`src/rtl/hazard_unit_pkg.sv`:
```
// rtl/hazard_unit_pkg.sv - shared constants and scoreboard entry layout for the hazard unit
package hazard_unit_pkg;

  localparam int REG_ADDR_W = 5;

  localparam int WDATA_SRC_LENGTH = 2;
  localparam logic [WDATA_SRC_LENGTH-1:0] WDATA_SRC_ALU = 2'd0;
  localparam logic [WDATA_SRC_LENGTH-1:0] WDATA_SRC_MEM = 2'd1;

  localparam int SB_V_W     = 1;
  localparam int SB_LD_W    = 1;
  localparam int SB_DST_W   = REG_ADDR_W;
  localparam int SB_ENTRY_W = SB_V_W + SB_LD_W + SB_DST_W;

  typedef struct packed {
    logic                v;
    logic                ld;
    logic [SB_DST_W-1:0] dst;
  } sb_entry_t;

endpackage

```
`src/rtl/hazard_sb_stage.sv`:
```
// rtl/hazard_sb_stage.sv - one scoreboard entry register that loads a bubble on request
module hazard_sb_stage
  import hazard_unit_pkg::*;
(
  input  logic                  clk,
  input  logic                  rst,
  input  logic                  bubble,
  input  logic [SB_ENTRY_W-1:0] entry_in,
  output logic [SB_ENTRY_W-1:0] entry_out
);

  logic [SB_ENTRY_W-1:0] entry_d;
  logic [SB_ENTRY_W-1:0] entry_q;

  always_comb begin
    entry_d = bubble ? '0 : entry_in;
  end

  always_ff @(posedge clk) begin
    if (rst) begin
      entry_q <= '0;
    end else begin
      entry_q <= entry_d;
    end
  end

  assign entry_out = entry_q;

endmodule

```
`src/rtl/hazard_unit.sv`:
```
// rtl/hazard_unit.sv - RAW and taken-branch hazard detection driving stall, flush and bubble controls
module hazard_unit
  import hazard_unit_pkg::*;
#(
  parameter int FORWARDING = 1,
  parameter int WB_BYPASS  = 1,
  parameter int CNT_W      = 32
) (
  input  logic                        clk,
  input  logic                        rst,
  input  logic                        id_valid,
  input  logic [REG_ADDR_W-1:0]       id_rs_addr,
  input  logic                        id_rs_used,
  input  logic [REG_ADDR_W-1:0]       id_rt_addr,
  input  logic                        id_rt_used,
  input  logic                        id_reg_we,
  input  logic [REG_ADDR_W-1:0]       id_wdst,
  input  logic [WDATA_SRC_LENGTH-1:0] id_wdata_src,
  input  logic                        exe_branch_taken,
  output logic                        pc_stall,
  output logic                        if_id_stall,
  output logic                        if_id_flush,
  output logic                        id_exe_pause,
  output logic [CNT_W-1:0]            stall_cnt,
  output logic [CNT_W-1:0]            flush_cnt
);

  sb_entry_t             sb_new;
  sb_entry_t             sb_exe;
  sb_entry_t             sb_mem;
  sb_entry_t             sb_wb;
  logic [SB_ENTRY_W-1:0] sb_exe_bits;
  logic [SB_ENTRY_W-1:0] sb_mem_bits;
  logic [SB_ENTRY_W-1:0] sb_wb_bits;
  logic                  raw_exe;
  logic                  raw_mem;
  logic                  raw_wb;
  logic                  hz;
  logic                  stall;
  logic                  unused_wb_ld;
  logic [CNT_W-1:0]      stall_cnt_d;
  logic [CNT_W-1:0]      stall_cnt_q;
  logic [CNT_W-1:0]      flush_cnt_d;
  logic [CNT_W-1:0]      flush_cnt_q;

  function automatic logic raw_hit(input sb_entry_t s,
                                   input logic rs_used, input logic [REG_ADDR_W-1:0] rs,
                                   input logic rt_used, input logic [REG_ADDR_W-1:0] rt);
    return s.v & ((rs_used & (rs == s.dst)) | (rt_used & (rt == s.dst)));
  endfunction

  // Register 0 is never recorded as a writer, so it can never match.
  always_comb begin
    sb_new     = '0;
    sb_new.v   = id_valid & id_reg_we & (id_wdst != '0);
    sb_new.ld  = (id_wdata_src == WDATA_SRC_MEM);
    sb_new.dst = id_wdst;
  end

  hazard_sb_stage u_sb_exe (
    .clk       (clk),
    .rst       (rst),
    .bubble    (id_exe_pause),
    .entry_in  (sb_new),
    .entry_out (sb_exe_bits)
  );

  hazard_sb_stage u_sb_mem (
    .clk       (clk),
    .rst       (rst),
    .bubble    (1'b0),
    .entry_in  (sb_exe_bits),
    .entry_out (sb_mem_bits)
  );

  hazard_sb_stage u_sb_wb (
    .clk       (clk),
    .rst       (rst),
    .bubble    (1'b0),
    .entry_in  (sb_mem_bits),
    .entry_out (sb_wb_bits)
  );

  assign sb_exe       = sb_exe_bits;
  assign sb_mem       = sb_mem_bits;
  assign sb_wb        = sb_wb_bits;
  assign unused_wb_ld = sb_wb.ld;

  always_comb begin
    raw_exe = raw_hit(sb_exe, id_rs_used, id_rs_addr, id_rt_used, id_rt_addr);
    raw_mem = raw_hit(sb_mem, id_rs_used, id_rs_addr, id_rt_used, id_rt_addr);
    raw_wb  = raw_hit(sb_wb,  id_rs_used, id_rs_addr, id_rt_used, id_rt_addr);
    if (FORWARDING != 0) begin
      hz = raw_exe & sb_exe.ld;
    end else begin
      hz = raw_exe | raw_mem | (raw_wb & (WB_BYPASS == 0));
    end
    stall = id_valid & hz;
  end

  // A taken branch squashes the ID instruction, so it wins over any stall.
  always_comb begin
    pc_stall     = 1'b0;
    if_id_stall  = 1'b0;
    if_id_flush  = 1'b0;
    id_exe_pause = 1'b0;
    if (!rst) begin
      if (exe_branch_taken) begin
        if_id_flush  = 1'b1;
        id_exe_pause = 1'b1;
      end else if (stall) begin
        pc_stall     = 1'b1;
        if_id_stall  = 1'b1;
        id_exe_pause = 1'b1;
      end
    end
  end

  always_comb begin
    stall_cnt_d = stall_cnt_q;
    flush_cnt_d = flush_cnt_q;
    if (exe_branch_taken) begin
      if (flush_cnt_q != '1) flush_cnt_d = flush_cnt_q + CNT_W'(1);
    end else if (stall) begin
      if (stall_cnt_q != '1) stall_cnt_d = stall_cnt_q + CNT_W'(1);
    end
  end

  always_ff @(posedge clk) begin
    if (rst) begin
      stall_cnt_q <= '0;
      flush_cnt_q <= '0;
    end else begin
      stall_cnt_q <= stall_cnt_d;
      flush_cnt_q <= flush_cnt_d;
    end
  end

  assign stall_cnt = stall_cnt_q;
  assign flush_cnt = flush_cnt_q;

endmodule

```
`config.mk`:
```
export PLATFORM = sky130hd
export DESIGN_NAME = hazard_unit
export DESIGN_NICKNAME = d
export VERILOG_FILES = /design/src/rtl/hazard_unit_pkg.sv /design/src/rtl/hazard_sb_stage.sv /design/src/rtl/hazard_unit.sv
export SDC_FILE = /design/constraint.sdc
export NUM_CORES = 1
export LEC_CHECK = 0
export CORE_MARGIN = 3
export CORE_UTILIZATION = 49
export DETAILED_ROUTE_END_ITERATION = 8
export GPL_TIMING_DRIVEN = 0
export HOLD_SLACK_MARGIN = 0.12
export PLACE_DENSITY = 0.88
export SYNTH_ARGS = -nofsm -noshare
export SYNTH_HDL_FRONTEND = slang
export SYNTH_SLANG_ARGS = --single-unit
export TNS_END_PERCENT = 1
```
`constraint.sdc`:
```
create_clock -name clk -period 2.39 [get_ports clk]
set_input_delay 0.3585 -clock clk [delete_from_list [all_inputs] [get_ports clk]]
set_output_delay 0.3585 -clock clk [all_outputs]
set_load 0.05 [all_outputs]
```
# Yosys cells after proc, flatten, opt, wreduce, memory -nomap -nowiden
# Index checks and enable logic that the tools add are counted.
# totals
ff_bits	71
# op_classes
n_addsub	2
eq_ne	5
muxes	7
n_bitwise	9
reduce_logical	4
# ops
operator	count
adder 32 x 1 -> 32 bit, second input constant	2
!= test 32 bit, second input constant	2
== test 5 bit	2
bitwise AND 1 bit	7
two-way mux 1 bit	7
nonzero test 5 bit	1
AND reduction 3 bit	1
== test 2 x 1 -> 1 bit, second input constant	1
AND reduction 2 bit	1
OR reduction 2 bit	1
inverter 1 bit	1
OR 1 bit	1

# Depth between registers and ports, before layout
# Gate-level depths: netlist of the first run.
# logic_depth
ltp_word	10
depth_mapped	9

# Modules after synthesis
# A second synthesis of the first run with hierarchy kept.
# unflattened
cells_unflattened	410
area_unflattened_um2	3528.4
# by_module_without_submodules
mod	instances	cells_each	area_each_um2
hazard_unit	1	396	3335.7
hazard_sb_stage	1	14	192.7

# Worst setup path before layout of the first run
# Ideal clock, no wire load.
# synth_timing
path_type	input-to-output
start	input port id_rs_addr[2]
end	output port pc_stall
t_arrival_ps	2468
required_time_ps	2032
path_slack_ps	-437
cell_stages	6
cell_sequence	xnor2_1 > nand4_1 > o22ai_4 > nand2b_1 > nor3_1 > buf_4
# synth_via
elab_chain_cells	9
# synth_lines
item	line	source
from (decl)	hazard_unit.sv:12	input logic [REG_ADDR_W-1:0] id_rs_addr,
== test 5 bit	hazard_unit.sv:49	return s.v & ((rs_used & (rs == s.dst)) | (rt_used & (rt == s.dst)));
bitwise AND 1 bit	hazard_unit.sv:49	
OR 1 bit	hazard_unit.sv:49	
bitwise AND 1 bit	hazard_unit.sv:49	
bitwise AND 1 bit	hazard_unit.sv:94	hz = raw_exe & sb_exe.ld;
bitwise AND 1 bit	hazard_unit.sv:98	stall = id_valid & hz;
two-way mux 1 bit (3 in a row)	--	
to (decl)	hazard_unit.sv:20	output logic pc_stall,
# No other way between the ends.

# Worst setup path after layout of the first run
# layout_timing
start	input port id_rs_addr[1]
end	output port pc_stall
# layout_via
elab_chain_cells	9
# layout_lines
item	line	source
== test 5 bit	hazard_unit.sv:49	
bitwise AND 1 bit	hazard_unit.sv:49	
OR 1 bit	hazard_unit.sv:49	
bitwise AND 1 bit	hazard_unit.sv:49	
bitwise AND 1 bit	hazard_unit.sv:94	
bitwise AND 1 bit	hazard_unit.sv:98	
two-way mux 1 bit	hazard_unit.sv:111	end else if (stall) begin
two-way mux 1 bit	hazard_unit.sv:108	if (exe_branch_taken) begin
two-way mux 1 bit	hazard_unit.sv:107	if (!rst) begin
# No other way between the ends.

==> results.toml, run 1 <==
[pwr]
pwr_density_cell_nw_per_um2 = 494.4
power.leakage_nw = 1.542
vdd_drop_max_v = 0.0002991
p_total_mw = 2.375

[logic_synthesis]
synthDistinctLibCells = 47
synth_edf_count = 0
netlist_area_um2 = 3552
synth-async-reset-ratio_pct = 0
synth_seq_cells = 71
ys_seq_area_share_pct = 40.01
syn_avg_cell_area_um2 = 8.458
synth_nets = 446
ys.flop_type = "dfxtp_1"
ys_warn_count = 0
syn_inst = 420

[timing]
layout_setup_ws_ns = 0.05310
finalClockSkew_ns = 0.01573
period_needed_ns = 2.337
rsz0062_at_grt = "yes"
relSlewSlack_pct = 58.69
drv_slew = 0
hold_viol = 0
max_clock_freq_mhz = 427.9
setup_viol = 0
tightestPinTransition_ns = 0.6183
fin_crit_sh_pct = 97.78

[floorplanning]
coreArea_um2 = 6907
die_h_um = 91.14
initial_utilization_pct = 51.43
rows = 30
num_io_pins = 92
dieArea_um2 = 8307
die_x_um = 91.14

[cells_and_area]
fillers = 562
nets = 548
seq_area_um2 = 1421
area_delta_synth_final_pct = 35.22
num_antenna_cells = 0
multi_input_area_um2 = 2048
drive_gt1_share_pct = 9.125

[drt]
drt_iter0_drc = 215
num_vias = 3586
totalWireLength_um = 9753
first_pass_iters = 5
ant_nets = 0
drc = 0
wl_per_cell_um = 15.68
vias_per_cell = 5.765

[cts]
cts_buffers = 9
cts.sinks = 71
clockBufferDepth = 2
cts_tree = "done"
h-tree-depth = 3
worstSkewPairLatency_ns = 0.35
root_buffer = "clkbuf_8"
clk_pin_slew_ns = 0.07
cts_hold_buf = 0

[worst_setup_path]
crit_type = "primary input to primary output"
cp_common_cell = "buf_4"
endpoint_kind = "primary output"
cp_slowest_cell = "clkdlybuf4s50_1"
cp_cell_sequence = "clkdlybuf4s50_1, xnor2_1, nand4_1, o22ai_4, nand2b_1, nor3_2, buf_4, buf_4"
cp-start-kind = "primary input"
path_delay_family = "buffers and inverters"
crit_path_max_fanout = 3
slowest_delay_ns = 0.48
path_buf_inv = 3
cp_data_required_time_ns = 2.03
worstPathArrival_ns = 1.98

[placed_design]
place_congestion = 0.7932
pre_cts_ws_ns = -0.6728
io_buffers = 90
dp_hpwl_um = 7048

[global_routing]
grt_use_total_pct = 23.83
antenna_found_initial = 0
grt_pass1_vias = 3419
grt_pass1_wl_um = 16330
overflow = 0
grt_max_degree = 12

[worst_hold_path]
hold_path.class = "flop to flop"

[run]
drv_cap = 0

[status]
status = "finished, final reports clean"
## cell type report
type | count | share of cell area, %
timing repair buffer | 91 | 18.68
clock inverter | 4 | 1.459
buffer | 15 | 1.797
tap | 96 | 2.501
multi-input combinational | 329 | 42.64
sequential | 71 | 29.59
clock buffer | 11 | 2.943
inverter | 5 | 0.3907
## registers in the layout, indices dropped and copies added, names as in the netlist
| signal | count |
|---|---|
| flush_cnt | 32 |
| stall_cnt | 32 |
| u_sb_exe.entry_out | 7 |
## routing by layer
metal / routed length, um / up-vias / global-route usage (%)
met5: 0 / - / 0
met4: 161 / 0 / 9.171
met3: 549 / 17 / 4.805
met2: 4978 / 140 / 40.59
met1: 4063 / 1709 / 29.52
li1: - / 1720 / -
## Yosys cell counts, types with 4 or more instances
cell / n / share of area [%]
dfxtp_1: 71 / 40
nor2_1: 43 / 4.5
a21oi_1: 31 / 4.4
nand2_1: 31 / 3.3
nand3_1: 29 / 4.1
nand4_1: 25 / 4.4
or3_1: 22 / 3.9
xnor2_1: 22 / 5.4
xor2_1: 17 / 4.2
o21ai_0: 14 / 2.0
nor3_1: 10 / 1.4
and3_1: 9 / 1.6
clkbuf_1: 9 / 0.95
o21ai_1: 8 / 1.1
or4_1: 8 / 1.7
and2_1: 7 / 1.2
nor3b_1: 6 / 1.3
o31ai_1: 6 / 1.3
inv_1: 5 / 0.53
nor2b_1: 5 / 0.88
and4_1: 4 / 0.99
## through the flow
step / area (um^2) / setup TNS, ns / hold slack (ns) / std cells / util [%]
global placement: 4578 / -3.974 / 0.4754 / 606 / 66.29
finish: 4803 / 0 / 0.4911 / 622 / 69.55
global route: 4803 / -0.04427 / 0.5174 / 622 / 69.55
floorplan: 3557 / 0 / 0.4802 / 420 / -
CTS: 4792 / -0.02711 / 0.4757 / 622 / 69.38
detailed placement: 4578 / -5.409 / 0.4824 / 606 / 66.29
## power by group
part	total (mW)	internal, mW	switching, mW
Sequential	1.20	1.19	0.00740
Clock	1.04	0.608	0.436
Combinational	0.134	0.0625	0.0713
## final timing paths
kind              depth (start not counted)           from  slack [ns]            to
setup / recovery                          8  id_rs_addr[1]        0.05      pc_stall
hold / removal                            2   flush_cnt[1]        0.49  flush_cnt[1]
setup reg to reg                          9   stall_cnt[0]        0.19  stall_cnt[0]
hold reg to reg                           2   flush_cnt[1]        0.49  flush_cnt[1]
## kinds of logic after synthesis
logic type	Yosys count	share of synthesized area [%]
AO/OA/AOI/OAI	64	10.29
XOR/XNOR	39	9.616
adder cells (fa/ha/maj)	2	0.7044
buffers and inverters	20	2.888
flip-flops	71	40.01
multiplexers	5	1.550
AND/OR/NAND/NOR	219	34.94
## tightest hold or removal path, cell delays in order, from the launching register on
cell	delay (ns)
dfxtp_1	0.33
nand2_1	0.06
a21oi_1	0.05
## cell usage in the layout, fill, tap and decap left out, types with 9 or more instances in the layout
cell             netlist  final
xor2_1                17     17
clkbuf_8               0     10
xnor2_1               22     22
and3_1                 9      9
nor2_1                43     42
a21oi_1               31     31
nand2_1               31     31
or3_1                 22     22
dfxtp_1               71     71
nand3_1               29     29
clkdlybuf4s50_1        0     86
o21ai_0               14     14
nand4_1               25     25
## timing repair
item,CTS,global route
pin swaps,1,0
setup endpoints to repair,4,18
buffers inserted,1,0
gates resized for setup,19,6
Power figures use the tool's default switching activity.
==> run 2, diff against run 1 <==
- CTS_CLUSTER_SIZE: unset -> 30
==> results of run 2 <==
The final DEF is identical to that of run 1; final timing and power are the same.
==> run 3, diff against run 2 <==
- CTS_CLUSTER_DIAMETER: unset -> 100
- PLACE_DENSITY: 0.88 -> 0.8
==> results.toml, run 3 (synthesis results as in run 1) <==
[status]
status = "finished, final reports clean"

[floorplanning]
die_x_um = 91.14
rows = 30
die_h_um = 91.14
num_io_pins = 92
dieArea_um2 = 8307
initial_utilization_pct = 51.43
coreArea_um2 = 6907

[global_routing]
antenna_found_initial = 0
grt_max_degree = 13
grt_pass1_wl_um = 15460
grt_pass1_vias = 3386
overflow = 0
grt_use_total_pct = 22.39

[timing]
setup_viol = 0
period_needed_ns = 2.285
finalClockSkew_ns = 0.01048
max_clock_freq_mhz = 437.6
fin_crit_sh_pct = 95.63
drv_slew = 0
relSlewSlack_pct = 56.81
rsz0062_at_grt = "yes"
hold_viol = 0
timing.hold.ws_ns = 0.4993
tightestPinTransition_ns = 0.6465

[drt]
num_vias = 3475
drt_iter0_drc = 181
drc = 0
wl_per_cell_um = 14.98
first_pass_iters = 4
ant_nets = 0
vias_per_cell = 5.578
totalWireLength_um = 9330

[worst_setup_path]
cp_data_required_time_ns = 2.03
slowest_delay_ns = 0.47
crit_path_max_fanout = 3
endpoint_kind = "primary output"
crit_type = "primary input to primary output"
cp_cell_sequence = "clkdlybuf4s50_1, xnor2_1, nand4_1, o22ai_4, nand2b_1, a21oi_1, buf_2"
worstPathArrival_ns = 1.93
cp_slowest_cell = "clkdlybuf4s50_1"
cp-start-kind = "primary input"

[placed_design]
numPlacedInstances = 606
dp_hpwl_um = 6854
place_congestion = 0.8424
io_buffers = 90

[cells_and_area]
area_delta_synth_final_pct = 35.68
final_common_cell = "clkdlybuf4s50_1"
most-common-layout-cells = "86 x clkdlybuf4s50_1, 71 x dfxtp_1, 42 x nor2_1"
nets = 548
stdcell_count = 623
num_antenna_cells = 0
drive_gt1_share_pct = 9.108

[pwr]
p_total_mw = 2.489
vdd_drop_max_v = 0.0003285
power.leakage_nw = 1.549
pwr_density_cell_nw_per_um2 = 516.5

[cts]
clockBufferDepth = 2
worstSkewPairLatency_ns = 0.34
h-tree-depth = 3
cts_tree = "done"
root_buffer = "clkbuf_8"
cts.sinks = 71
cts_buffers = 9
clk_pin_slew_ns = 0.07

[run]
drv_cap = 0

[worst_hold_path]
hold_path.class = "primary input to flop"
-- run 3: cell types whose count changed in the layout (fill, tap and decap cells not counted) --
cell	before	now
clkbuf_1	8	9
clkbuf_8	10	9
nand3_2	2	3
clkbuf_2	2	1
clkinv_4	0	1
bufinv_16	2	3
nand3_4	1	0
-- run 3: final timing paths --
kind	slack, ns	endpoint	from	cells past startpoint
setup / recovery	0.10	id_exe_pause	id_rs_addr[1]	7
hold / removal	0.50	stall_cnt[17]	rst	3
setup reg to reg	0.18	stall_cnt[1]	stall_cnt[0]	9
hold reg to reg	0.51	stall_cnt[12]	stall_cnt[12]	2
-- run 3: final cells by class --
class / instances / area, um^2
clock inverter: 6 / 108.9
timing repair buffer: 91 / 897.1
inverter: 5 / 18.77
fill: 576 / 2087
multi-input combinational: 329 / 2041
sequential: 71 / 1421
clock buffer: 10 / 127.6
buffer: 15 / 85.08
tap: 96 / 120.1
-- run 3: routing by layer --
layer / GRT usage, % / routed length [um] / up-vias / share of wire [%]
li1: - / - / 1728 / -
met4: 7.412 / 121 / 0 / 1.3
met1: 27.01 / 4126 / 1635 / 44
met5: 0 / 0 / - / 0
met2: 39.06 / 4677 / 102 / 50
met3: 5.220 / 404 / 10 / 4.3
-- run 3: power by group --
| group | switching [mW] | internal [mW] |
|---|---|---|
| Combinational | 0.0710 | 0.0624 |
| Sequential | 0.00909 | 1.19 |
| Clock | 0.465 | 0.692 |
| Total | 0.545 | 1.94 |
-- run 3: worst max-delay path, delay by kind of cell --
kind | cells | cell delay, ns
buf+inv | 2 | 0.77
xor+xnor | 1 | 0.12
simple gates | 2 | 0.27
compound gates | 2 | 0.40
-- run 3: through the flow --
step	utilization (%)	area, um^2	worst slack, ns	setup TNS (ns)
after floorplan	-	3557	0.04972	0
after global placement	66.29	4578	-0.6387	-4.239
after detailed placement	66.29	4578	-0.6598	-5.411
after CTS	69.71	4815	0.01747	0
after global routing	69.78	4820	-0.02128	-0.03459
final	69.78	4820	0.1046	0
-- run 3: timing repair --
| item | 4_1_cts | 5_1_grt |
|---|---|---|
| buffers inserted | 1 | 0 |
| pin swaps | 1 | 1 |
| gates resized for setup | 16 | 7 |
| hold buffers | 0 | 0 |
| setup endpoints to repair | 4 | 10 |
| gates cloned | 0 | 0 |
